[src/rtl/sw_seq_feeder.sv]
// Loader for the sw Smith-Waterman array: holds packed S/T base memories, streams
// one base pair per cycle on start, then waits for sw.finish and latches the score.
module sw_seq_feeder #(
    parameter int LEN     = 256,
    parameter int ADDR_W  = 6,
    parameter int TIMEOUT = 1023
) (
    input  logic              clk,
    input  logic              reset,
    input  logic              wr_en,
    input  logic              wr_sel,
    input  logic [ADDR_W-1:0] wr_addr,
    input  logic [7:0]        wr_data,
    input  logic              start,
    output logic              busy,
    output logic              valid,
    output logic [1:0]        data_s,
    output logic [1:0]        data_t,
    input  logic              sw_finish,
    input  logic [11:0]       sw_max,
    output logic [11:0]       score,
    output logic              done,
    output logic              timeout
);

    localparam int IDX_W  = $clog2(LEN);
    localparam int WCNT_W = $clog2(TIMEOUT + 1);

    typedef enum logic [1:0] {
        IDLE   = 2'd0,
        STREAM = 2'd1,
        WAIT   = 2'd2
    } state_t;

    state_t             state_q, state_d;
    logic [IDX_W-1:0]   idx_q, idx_d;
    logic [WCNT_W-1:0]  wait_q, wait_d;
    logic               busy_q, busy_d;
    logic               valid_q, valid_d;
    logic [1:0]         data_s_q, data_s_d;
    logic [1:0]         data_t_q, data_t_d;
    logic [11:0]        score_q, score_d;
    logic               done_q, done_d;
    logic               timeout_q, timeout_d;

    logic [7:0]         mem_s [2**ADDR_W];
    logic [7:0]         mem_t [2**ADDR_W];
    logic               mem_we;
    logic [IDX_W-1:0]   rd_idx;
    logic [7:0]         rd_byte_s, rd_byte_t;
    logic [1:0]         rd_base_s, rd_base_t;

    // Read port looks one base ahead so the registered data outputs line up with idx.
    assign rd_idx    = (state_q == IDLE) ? '0 : idx_q + IDX_W'(1);
    assign rd_byte_s = mem_s[rd_idx[IDX_W-1:2]];
    assign rd_byte_t = mem_t[rd_idx[IDX_W-1:2]];
    assign rd_base_s = rd_byte_s[{rd_idx[1:0], 1'b0} +: 2];
    assign rd_base_t = rd_byte_t[{rd_idx[1:0], 1'b0} +: 2];

    always_comb begin
        state_d   = state_q;
        idx_d     = idx_q;
        wait_d    = wait_q;
        busy_d    = busy_q;
        valid_d   = valid_q;
        data_s_d  = data_s_q;
        data_t_d  = data_t_q;
        score_d   = score_q;
        done_d    = 1'b0;
        timeout_d = timeout_q;
        mem_we    = 1'b0;
        case (state_q)
            IDLE: begin
                if (start) begin
                    state_d   = STREAM;
                    idx_d     = '0;
                    timeout_d = 1'b0;
                    busy_d    = 1'b1;
                    valid_d   = 1'b1;
                    data_s_d  = rd_base_s;
                    data_t_d  = rd_base_t;
                end else begin
                    mem_we = wr_en;
                end
            end
            STREAM: begin
                if (idx_q == IDX_W'(LEN - 1)) begin
                    state_d  = WAIT;
                    valid_d  = 1'b0;
                    data_s_d = 2'd0;
                    data_t_d = 2'd0;
                    wait_d   = '0;
                end else begin
                    idx_d    = idx_q + IDX_W'(1);
                    data_s_d = rd_base_s;
                    data_t_d = rd_base_t;
                end
            end
            WAIT: begin
                // A finish on the final wait cycle beats the timeout.
                if (sw_finish) begin
                    state_d = IDLE;
                    score_d = sw_max;
                    done_d  = 1'b1;
                    busy_d  = 1'b0;
                end else if (wait_q == WCNT_W'(TIMEOUT - 1)) begin
                    state_d   = IDLE;
                    score_d   = 12'd0;
                    timeout_d = 1'b1;
                    done_d    = 1'b1;
                    busy_d    = 1'b0;
                end else begin
                    wait_d = wait_q + WCNT_W'(1);
                end
            end
            default: begin
                state_d = IDLE;
                busy_d  = 1'b0;
                valid_d = 1'b0;
            end
        endcase
    end

    always_ff @(posedge clk or posedge reset) begin
        if (reset) begin
            state_q   <= IDLE;
            idx_q     <= '0;
            wait_q    <= '0;
            busy_q    <= 1'b0;
            valid_q   <= 1'b0;
            data_s_q  <= 2'd0;
            data_t_q  <= 2'd0;
            score_q   <= 12'd0;
            done_q    <= 1'b0;
            timeout_q <= 1'b0;
        end else begin
            state_q   <= state_d;
            idx_q     <= idx_d;
            wait_q    <= wait_d;
            busy_q    <= busy_d;
            valid_q   <= valid_d;
            data_s_q  <= data_s_d;
            data_t_q  <= data_t_d;
            score_q   <= score_d;
            done_q    <= done_d;
            timeout_q <= timeout_d;
        end
    end

    // Base memories keep their contents across reset.
    always_ff @(posedge clk) begin
        if (mem_we) begin
            if (wr_sel) begin
                mem_t[wr_addr] <= wr_data;
            end else begin
                mem_s[wr_addr] <= wr_data;
            end
        end
    end

    assign busy    = busy_q;
    assign valid   = valid_q;
    assign data_s  = data_s_q;
    assign data_t  = data_t_q;
    assign score   = score_q;
    assign done    = done_q;
    assign timeout = timeout_q;

endmodule

[config.mk]
export PLATFORM = sky130hd
export DESIGN_NAME = sw_seq_feeder
export DESIGN_NICKNAME = d
export VERILOG_FILES = /design/src/rtl/sw_seq_feeder.sv
export SDC_FILE = /design/constraint.sdc
export NUM_CORES = 1
export LEC_CHECK = 0
export ABC_AREA = 1
export BUFFER_PORTS_ARGS = -buffer_cell sky130_fd_sc_hd__buf_2
export CAP_MARGIN = 20
export CELL_PAD_IN_SITES_DETAIL_PLACEMENT = 1
export CELL_PAD_IN_SITES_GLOBAL_PLACEMENT = 2
export CORE_MARGIN = 2
export CORE_UTILIZATION = 39
export DETAILED_ROUTE_END_ITERATION = 10
export PLACE_DENSITY = 0.85
export SYNTH_ARGS = -nofsm -noshare
export SYNTH_HDL_FRONTEND = slang
export SYNTH_SLANG_ARGS = --single-unit
[constraint.sdc]
create_clock -name clk -period 2.47 [get_ports clk]
set_clock_uncertainty 0.1 [all_clocks]
set_input_delay 0.1235 -clock clk [delete_from_list [all_inputs] [get_ports clk]]
set_output_delay 0.1235 -clock clk [all_outputs]
set_load 0.01 [all_outputs]
; After elaboration in Yosys (flattened, before gate mapping)
; Memory sizes are Yosys's and may differ from the RTL's.
; Index checks and enable logic that the tools add are counted.
[totals]
register_bits = 40
ram_bits = 1024
output_inout_bits = 20
mem_count = 2
[mem_list]
columns = name, depth, word_bits, read_ports, rd_clocked_by_memory_dff, wr, line
row1 = mem_s, 64, 8, 1, 0, 1, 46  ; logic [7:0] mem_s [2**ADDR_W];
row2 = mem_t, 64, 8, 1, 0, 1, 47  ; logic [7:0] mem_t [2**ADDR_W];
[op_classes]
add_sub_neg = 2
eq_ne = 11
n_shift = 2
mux = 42
n_bitwise = 2
n_reduce_logical = 13
[ops]
columns = op, count
row1 = $mux W10, 3
row2 = $mux W12, 2
row3 = $mux W8, 3
row4 = $pmux W10 S2, 1
row5 = $mux W1, 18
row6 = $mux W2, 8
row7 = $pmux W8 S2, 1
row8 = $shiftx A8 B4 Y2, 2
row9 = $ne A2 B2 Y1 const B, 6
row10 = $reduce_and A3 Y1, 4
row11 = $add A10 B1 Y10 const B, 1
row12 = $eq A10 B10 Y1 const B, 1
row13 = $add A8 B1 Y8 const B, 1
row14 = $eq A8 B8 Y1 const B, 1
row15 = $pmux W2 S2, 2
row16 = $reduce_and A4 Y1, 2
row17 = $reduce_bool A2 Y1, 4
row18 = $pmux W1 S3, 2
row19 = $pmux W2 S3, 1
row20 = $reduce_and A2 Y1, 2
row21 = $ne A3 B3 Y1 const B, 1
row22 = $eq A2 B1 Y1 const B, 1
row23 = $eq A2 B2 Y1 const B, 1
row24 = $logic_not A2 Y1, 1
row25 = 2 further kinds, 3

; Longest topological paths before layout
; An unclocked memory read counts as a cell.
[logic_depth]
depth_word = 6
depth_mapped = 18
mapped_depth_nobuf = 17

; Worst setup path before layout
; No wires, ideal clock.
[synth_timing]
path_type = reg2reg
startpoint = reg state_q[1]
endpoint = mem mem_t[15][0], enable pin
arrival_time_ps = 1929
required_time_ps = 2000
path_slack_ps = 70
path_stages_with_launch = 9
path_cell_list = dfrtp_1 inv_1 nand2_2 buf_2 buf_2 nor2_1 nand3_1 clkbuf_1 nor2_1
[synth_via]
elab_chain_len = 4
[synth_lines]
columns = item, line
row1 = start: declaration, 35  ; state_t state_q, state_d;
row2 = start signal: assignment, 137  ; state_q <= state_d;
row3 = $logic_not A2 Y1, 72  ; case (state_q)
row4 = $mux W1, 72
row5 = $mux W1, 152  ; if (mem_we) begin
row6 = $mux W1 (not written as such), 154  ; mem_t[wr_addr] <= wr_data;
row7 = end: declaration, 47
; Every way passes these cells.

; Worst setup path after layout
[layout_timing]
startpoint = reg idx_q[0]
endpoint = reg data_t_q[0] (netlist: data_t[0])
[layout_via]
elab_chain_len = 6
elab_cells_between_ends = 8
cone_classes = add/sub: 1 / eq/ne: 1 / shift: 1 / mux: 4 / memory: 1
[layout_lines]
columns = item, line
row1 = start: declaration, 36  ; logic [IDX_W-1:0] idx_q, idx_d;
row2 = start signal: assignment, 138  ; idx_q <= idx_d;
row3 = $add A8 B1 Y8, 54  ; assign rd_idx = (state_q == IDLE) ? '0 : idx_q + IDX_W'(1);
row4 = $mux W8, 54
row5 = $mem_v2 Z64 W8, --
row6 = $shiftx A8 B4 Y2, 58  ; assign rd_base_t = rd_byte_t[{rd_idx[1:0], 1'b0} +: 2];
row7 = $mux W2 (on tied branches), "87, 74"
row8 = $pmux W2 S2 (*), 72
row9 = end signal: assignment, 143  ; data_t_q <= data_t_d;
row10 = end: declaration, 41  ; logic [1:0] data_t_q, data_t_d;
; Mark *: on every way between the ends. The rest lies on a longest branch, timed or not. The select of a mux whose other input is x is not followed.
; A chain may end at the register's enable or synchronous reset.

==> out/metrics.cfg <==
[timing]
rsz0062_at_grt=true
period_share_pct=114
max_freq_mhz=357
timing.final.ws_setup_ns=-0.334
relSlewSlack_pct=44.8
timing.hold.ws_ns=0.153
hold_viol_final=0
tightestPinTransition_ns=0.828
period_needed_ns=2.80
drv_slew=0
setup_viol=5

[die]
rows=125
io_pins=52
die_x_um=347
core_region_area_mm2=0.117
initial_core_util_pct=39.5
dieArea_mm2=0.121
die_h_um=347

[pwr]
clkPwrFrac_pct=27.7
switching_share_pct=35.7
p_leak_uw=0.0239
p_per_area_mw_per_mm2=1020
combPwrFrac_pct=38.6
p_seq_share_pct=33.6
irDropWorstVdd_uv=682
power.switching_uw=21500
power.internal_uw=38700

[status]
violations=setup timing
status=finished with violations

[place]
port_buffers=51
post-place-ws_ns=-0.371
hpwl_mm=99.1
gp_congestion=0.883

[global_routing]
grt_pass1_vias=36800
antenna_found_initial=0
grt_pass1_wl_mm=236
track_usage_pct=26.0
grt_overflow=0
grt_max_degree=129

[routing]
vias=35200
post_drt_wl_per_cell_um=25.3
wl_mm=162
viasPerCell=5.48
drc=0
drt_iter0_drc=3555
first_pass_iters=7
ant_nets=0

[synthesis]
avgSynthCellArea_um2=10.7
yosys_warnings=0
ys_seq_area_share_pct=69.1
async_flop_share_pct=3.76
syn_nets=4329
syn_area_mm2=0.0460
synth_cell_types=37
synth_ff_type=edfxtp_1
ys_ff_latch=1064
syn_inst=4294
synth_edf_count=1024

[cts]
clk_pin_slew_worst_paths_ns=0.07
cts_buffers=111
insertion_delay_ns=0.75
h-tree-depth=3
cts_buffer_depth=3
cts-root-buf=clkbuf_16
cts_sinks=1064
cts_tree=done

[critical_path]
reg2reg_depth=16
end_kind=register
timing.rr.end=data_t[0]
r2r-start=idx_q[0]
r2r_slack_ns=-0.33
path_class=reg2reg
arrival_ns=3.29
cp-start-kind=register
cp.required_ns=2.95
cp_max_fo=10

[final_layout]
area_growth_pct=28.1
final_common_cell=edfxtp_1
drive_gt1_share_pct=21.4
fin_nets=4839
final_cell_mix=edfxtp_1 (1,024), nand2_1 (1,022), nand3_1 (753)
fill_cells=12200
insertedDiodeCount=0

[min_path]
min_to=mem_t[42][4]
min_path_type=in2reg
min-delay-start=wr_en
min_path_cells=5

[flow_run]
drv_cap=0

-- per-stage QoR --
step	instances	instance area [µm²]	setup TNS [ns]	utilization [%]	total power, µW
final	6421	58900	-1.26	50.6	60200
after global routing	6421	58900	-2.46	50.6	62300
after CTS	6376	57800	-0.815	49.6	58400
after detailed placement	6056	51500	-1.90	44.2	38000
after global placement	6056	51500	-1.98	44.2	37600
after floorplan	4294	46000	0	-	29600
-- timing repair --
action                                  4_1_cts  5_1_grt
hold endpoints to repair                    426        0
pin swaps                                    57       57
gates cloned                                 25       11
setup buffers                                55       38
endpoints found under the setup margin       14       17
gates resized for setup                     235      117
hold buffers                                 37        0
-- kinds of logic after synthesis --
group                    count (synthesis)  share of synthesized area (%)
AO/OA/AOI/OAI                          100                           1.55
XOR/XNOR                                 2                         0.0381
adder cells (fa/ha/maj)                  3                         0.0816
buffers and inverters                  868                           7.54
flip-flops                            1064                           69.1
AND/OR/NAND/NOR                       2257                           21.7
-- final cells by class --
type	count	area, µm²	area share, %
Multi-Input combinational cell	2362	12100	20.5
Inverter	625	2360	4.00
Timing Repair Buffer	640	7220	12.3
Clock buffer	134	2890	4.90
Clock inverter	72	679	1.15
Sequential cell	1064	31800	53.9
Tap cell	1524	1910	3.24
-- metal layers --
layer / part of all wire (%) / routed length, µm / vias to the layer above / GRT usage [%]
met3: 6.9 / 11100 / 354 / 3.50
met1: 40 / 65000 / 17900 / 34.0
met5: 0 / 0 / - / 0
li1: - / - / 15500 / -
met2: 48 / 78400 / 1430 / 43.7
met4: 4.7 / 7630 / 0 / 10.8
-- critical path, stage by stage, from the launching register on --
cell and delay, ns:
dfrtp_1 0.42, buf_6 0.13, nand4_1 0.24, o21ai_2 0.23, nand2_2 0.10, nor2_4 0.29
inv_8 0.14, buf_12 0.18, buf_12 0.15, nand3_4 0.11, nand3_4 0.11, nand3_1 0.11
nand3_1 0.08, nand2_1 0.09, nand2_1 0.05, nand3_1 0.08, nand2_1 0.05
-- cells in the mapped netlist (3+ instances only) --
| cell | n | area share (%) |
|---|---|---|
| nand2_1 | 1030 | 8.4 |
| edfxtp_1 | 1024 | 67 |
| nand3_1 | 948 | 10 |
| inv_1 | 622 | 5.1 |
| nor2_1 | 147 | 1.2 |
| buf_2 | 133 | 1.4 |
| clkbuf_1 | 81 | 0.66 |
| o211ai_1 | 72 | 1.2 |
| dfrtp_1 | 40 | 2.2 |
| nand4_1 | 40 | 0.54 |
| or2_2 | 34 | 0.46 |
| buf_1 | 20 | 0.16 |
| or2_1 | 20 | 0.27 |
| nor3_1 | 17 | 0.19 |
| o21ai_0 | 10 | 0.11 |
| or2_0 | 9 | 0.12 |
| buf_4 | 7 | 0.11 |
| o22ai_1 | 6 | 0.082 |
| a21oi_1 | 5 | 0.054 |
| nand2_2 | 4 | 0.054 |
| ha_1 | 3 | 0.082 |
| nor2_2 | 3 | 0.041 |
-- power by group through the flow --
stage               Sequential [µW]  Combinational, µW  Clock, µW
global placement              20600              17000          0
detailed placement            20600              17400          0
finish                        20200              23300      16700
global route                  20300              24500      17500
floorplan                     20600               8990          0
CTS                           20200              21400      16800
-- worst max path at each step --
stage               startpoint      endpoint  slack, ns  cells after the start
global route          idx_q[1]     data_t[0]      -0.48                     16
detailed placement    idx_q[0]     data_t[0]      -0.37                     16
floorplan           state_q[1]  mem_t[15][0]       0.07                      8
CTS                   idx_q[0]     data_t[0]      -0.20                     16
global placement      idx_q[0]     data_t[0]      -0.40                     16
finish                idx_q[0]     data_t[0]      -0.33                     16
-- registers in the layout, indices dropped and copies added (netlist names) --
signal,count
mem_t,512
state_q,2
wait_q,10
busy,1
timeout,1
idx_q,8
data_s,2
data_t,2
score,12
valid,1
done,1
mem_s,512
(Power assumes the default switching activity.)
